$ cat src/rtl/beep_period_meter.sv
// Measures rising-edge-to-rising-edge period of an asynchronous square wave in clk cycles.
// Single or continuous mode, with a timeout when no edge arrives within MAX_PERIOD.
module beep_period_meter #(
  parameter int               CNT_W      = 32,
  parameter logic [CNT_W-1:0] MAX_PERIOD = CNT_W'(50_000_000)
) (
  input  logic             clk,
  input  logic             rst,
  input  logic             sig_in,
  input  logic             meas_en,
  input  logic             mode,
  output logic [CNT_W-1:0] period_out,
  output logic             period_valid,
  output logic             timeout,
  output logic             busy
);

  localparam logic [1:0] IDLE    = 2'd0;
  localparam logic [1:0] ARM     = 2'd1;
  localparam logic [1:0] MEASURE = 2'd2;
  localparam logic [1:0] DONE    = 2'd3;

  logic [1:0]       state;
  logic [1:0]       sync;
  logic             hist;
  logic             edge_det;
  logic             mode_lat;
  logic [CNT_W-1:0] cnt;

  assign busy = (state == ARM) || (state == MEASURE);

  always_ff @(posedge clk) begin
    if (rst) begin
      state        <= IDLE;
      sync         <= '0;
      hist         <= 1'b0;
      edge_det     <= 1'b0;
      mode_lat     <= 1'b0;
      cnt          <= '0;
      period_out   <= '0;
      period_valid <= 1'b0;
      timeout      <= 1'b0;
    end else begin
      sync         <= {sync[0], sig_in};
      hist         <= sync[1];
      edge_det     <= sync[1] & ~hist;
      period_valid <= 1'b0;
      timeout      <= 1'b0;

      // Dropping meas_en wins over everything, including a coincident edge.
      if (!meas_en) begin
        state <= IDLE;
        cnt   <= '0;
      end else begin
        case (state)
          IDLE: begin
            state    <= ARM;
            mode_lat <= mode;
            cnt      <= '0;
          end
          ARM: begin
            if (edge_det) begin
              cnt   <= CNT_W'(1);
              state <= MEASURE;
            end
          end
          MEASURE: begin
            // An edge at the limit still counts as a valid period.
            if (edge_det) begin
              period_out   <= cnt;
              period_valid <= 1'b1;
              cnt          <= CNT_W'(1);
              state        <= mode_lat ? MEASURE : DONE;
            end else if (cnt == MAX_PERIOD) begin
              timeout <= 1'b1;
              cnt     <= '0;
              state   <= ARM;
            end else begin
              cnt <= cnt + CNT_W'(1);
            end
          end
          default: ;
        endcase
      end
    end
  end

endmodule

$ cat config.mk
export PLATFORM = sky130hd
export DESIGN_NAME = beep_period_meter
export DESIGN_NICKNAME = d
export VERILOG_FILES = /design/src/rtl/beep_period_meter.sv
export SDC_FILE = /design/constraint.sdc
export NUM_CORES = 1
export LEC_CHECK = 0
export ABC_CLOCK_PERIOD_IN_PS = 2120
export CAP_MARGIN = 0
export CORE_MARGIN = 3
export CORE_UTILIZATION = 60
export CTS_CLUSTER_DIAMETER = 120
export CTS_CLUSTER_SIZE = 12
export DETAILED_ROUTE_END_ITERATION = 10
export DONT_BUFFER_PORTS = 1
export GPL_TIMING_DRIVEN = 1
export PLACE_DENSITY = 0.74
export SYNTH_ARGS = -nofsm -noshare
export SYNTH_HDL_FRONTEND = slang
export SYNTH_SLANG_ARGS = --single-unit
export TNS_END_PERCENT = 5
$ cat constraint.sdc
create_clock -name clk -period 2.12 [get_ports clk]
set_input_delay 0.424 -clock clk [delete_from_list [all_inputs] [get_ports clk]]
set_output_delay 0.424 -clock clk [all_outputs]
set_load 0.01 [all_outputs]
==> flow_summary.json <==
{
  "syn_area_um2": 3380,
  "drv_slew": 0,
  "syn_nets": 405,
  "finalHoldViolations": 0,
  "p_leak_nw": 1.30,
  "critPathKind": "register to register",
  "p_switching_w": 0.000526,
  "drtIter0Drc": 193,
  "reg2reg_depth": 7,
  "drive_above_1_share_pct": 17.1,
  "grt_max_degree": 39,
  "synth_cell_types": 55,
  "finalSetupViolations": 0,
  "finalCriticalPeriod_ns": 2.04,
  "syn-instance-count": 394,
  "seqPwrFrac_pct": 50.5,
  "whs_ns": 0.139,
  "crit_path_end_kind": "register",
  "fin_setup_tns_ns": 0,
  "drc": 0,
  "ys_seq_elements": 73,
  "final-instance-count-excl-fill": 473,
  "wl_met1_um": 3420,
  "path_max_fanout": 7,
  "route.met2.wl_um": 3430,
  "clkSlewWorstSetupHoldPaths_ns": 0.07,
  "post-route-util_pct": 71.8,
  "fin_worst_skew_ns": 0.00747,
  "fp.dieH_um": 81.1,
  "nets": 409,
  "clk_path_buf_depth": 2,
  "vias": 2729,
  "post_drt_wl_per_cell_um": 15.6,
  "startpoint": "state[1]$_SDFFE_PP0P_",
  "p_per_area_nw_per_um2": 720,
  "ys_warn_count": 0,
  "min_path_type": "input pin to register",
  "grt_pass1_vias": 2613,
  "area_growth_pct": 11.9,
  "total_power_w": 0.00273,
  "postCtsHoldBufs": 0,
  "num_antenna_cells": 0,
  "rsz0062_at_grt": "yes",
  "die_w_um": 81.1,
  "drv_cap": 0,
  "cts_tree": "built",
  "worst_pin_slew_ns": 0.381,
  "cts_made_buffers": 9,
  "finalCritPeriodShare_pct": 96.4,
  "crit_chain": "inv_1 > ha_2 > nor2b_2 > or4_4 > nor4_2 > xnor2_1 > nor2_1",
  "maxUsedRoutingLayer": "met4",
  "gp_congestion": 0.856,
  "htreeDepth": 3,
  "start_kind": "register",
  "ant_nets": 0,
  "status": "completed",
  "vias_per_cell": 5.77,
  "antenna_found_initial": 0,
  "reg2reg_to": "cnt[17]$_SDFFE_PP0P_",
  "grt.overflow.total": 0,
  "cts-root-buf": "clkbuf_8",
  "wl_met3_um": 423,
  "start_util_pct": 64.2,
  "yosysSeqAreaShare_pct": 43.2,
  "worstPathArrival_ns": 2.27,
  "syn_avg_cell_area_um2": 8.58,
  "required_ns": 2.35,
  "dpl.hpwl_um": 5090,
  "grt_pass1_wl_um": 12200,
  "holdPathStages": 1,
  "dp.cells": 456,
  "rr_startpoint": "state[1]$_SDFFE_PP0P_",
  "core_um2": 5270,
  "grtUsageTotal_pct": 24.0,
  "p_sw_share_pct": 19.3,
  "wirelength_um": 7370,
  "ir_drop_v": 0.000567,
  "ioPinCount": 40,
  "endpoint": "cnt[17]$_SDFFE_PP0P_",
  "synth-edff-count": 0,
  "clkPwrFrac_pct": 48.2,
  "rows": 26,
  "ys.flop_type": "dfxtp_1",
  "critPathMaxStageDelay_ns": 0.66,
  "cpMaxStageDelayCell": "or4_4",
  "p_comb_share_pct": 1.3,
  "r2r_setup_slack_ns": 0.08,
  "fillers": 432,
  "async_reset_ff_share_pct": 0,
  "max_freq_mhz": 489,
  "ctsResizeCount": 0,
  "slew-limit-headroom_pct": 74.4,
  "drt_first_pass_iters": 4,
  "clk_latency_ns": 0.34,
  "die_area_um2": 6570,
  "internal_power_w": 0.00220,
  "cts_setup_buffers": 0,
  "clock_sinks": 73,
  "port_buffers": 0
}
[placed cells by master, fill, tap and decap left out, types with 2 or more instances in the layout]
cell and instances:
or4_4 2, dfxtp_2 2, nor3_1 4, nor4_2 3, and4_1 5, dfxtp_1 71, or3_1 3, ha_1 5
o21ai_0 3, nor2b_1 6, a21oi_1 40, clkbuf_8 10, nor4b_1 3, buf_4 17, xnor2_1 16, and3_1 2
a31oi_1 2, and2_1 4, xor2_1 8, nand3_1 13, nor3_2 3, nand4_1 13, nor2_2 2, buf_12 2
or4_1 2, nor4_4 5, nand2b_1 4, nand2_1 82, inv_1 4, nor2_1 30, bufinv_16 3, nor4_1 7
[worst min path at each step]
stage	start	endpoint
after floorplan	hist$_SDFF_PP0_	edge_det$_SDFF_PP0_
final	rst	period_out[6]$_SDFFE_PP0P_
after detailed placement	hist$_SDFF_PP0_	edge_det$_SDFF_PP0_
after global placement	hist$_SDFF_PP0_	edge_det$_SDFF_PP0_
after global routing	rst	period_out[5]$_SDFFE_PP0P_
after CTS	rst	period_out[2]$_SDFFE_PP0P_
[registers in the layout (all words and copies together), names as in the netlist]
register / cells
edge_det: 1
cnt: 32
period_out: 32
mode_lat: 1
timeout: 1
hist: 1
state: 2
sync: 2
period_valid: 1
[logic make-up after synthesis]
family          Yosys count  share of synthesized area (%)
mux                       1                          0.333
flops                    73                           43.2
buf+inv                  33                           5.77
compound gates           50                           8.07
fa+ha+maj                 6                           2.22
xor+xnor                 25                           6.47
simple gates            206                           33.9
[cell usage after synthesis (all sizes together), types with 5 or more instances]
library cell | instances | area share [%]
dfxtp | 73 | 43
nand3 | 14 | 2.2
nand2 | 83 | 9.4
ha | 6 | 2.2
nor2 | 32 | 3.7
clkbuf | 14 | 1.9
nor3 | 7 | 1.5
xnor2 | 17 | 4.4
xor2 | 8 | 2.1
buf | 13 | 3.1
nor2b | 7 | 1.4
a21oi | 40 | 5.9
nor4b | 5 | 1.5
nor4 | 15 | 4.8
nand4 | 14 | 3.0
and4 | 6 | 1.6
inv | 6 | 0.74
[critical path, delay by kind of cell (launching register included)]
kind          cells  cell delay, ns
flops             1            0.36
buf+inv           1            0.06
fa+ha+maj         1            0.19
xor+xnor          1            0.18
simple gates      4            1.13
[metal layers]
layer | global-route usage (%) | vias to the layer above
li1 | - | 1366
met1 | 31.9 | 1278
met2 | 36.9 | 77
met3 | 8.54 | 8
met4 | 6.93 | 0
met5 | 0 | -
[final cells by class]
cell class	instances	area (um2)	share of cell area (%)
Clock buffer	11	141	3.73
Clock inverter	5	103	2.71
Inverter	6	25.0	0.661
Multi-Input combinational cell	289	1800	47.5
Sequential cell	73	1460	38.7
Tap cell	70	87.6	2.31
Timing Repair Buffer	19	168	4.43
[power groups by stage]
stage          Combinational, W  Clock [W]  Sequential (W)
2_1_floorplan         0.0000341          0         0.00141
5_1_grt               0.0000395    0.00141         0.00138
6_report              0.0000349    0.00131         0.00138
3_3_place_gp          0.0000332          0         0.00141
4_1_cts               0.0000340    0.00133         0.00138
3_5_place_dp          0.0000337          0         0.00141
[stage by stage]
| stage | cell area (um2) | setup slack, ns |
|---|---|---|
| floorplan | 3380 | 0.160 |
| global placement | 3470 | 0.143 |
| finish | 3790 | 0.0770 |
| CTS | 3710 | 0.0797 |
| detailed placement | 3470 | 0.0908 |
| global route | 3790 | -0.0224 |
No activity file was read; power rests on OpenSTA's default activity.
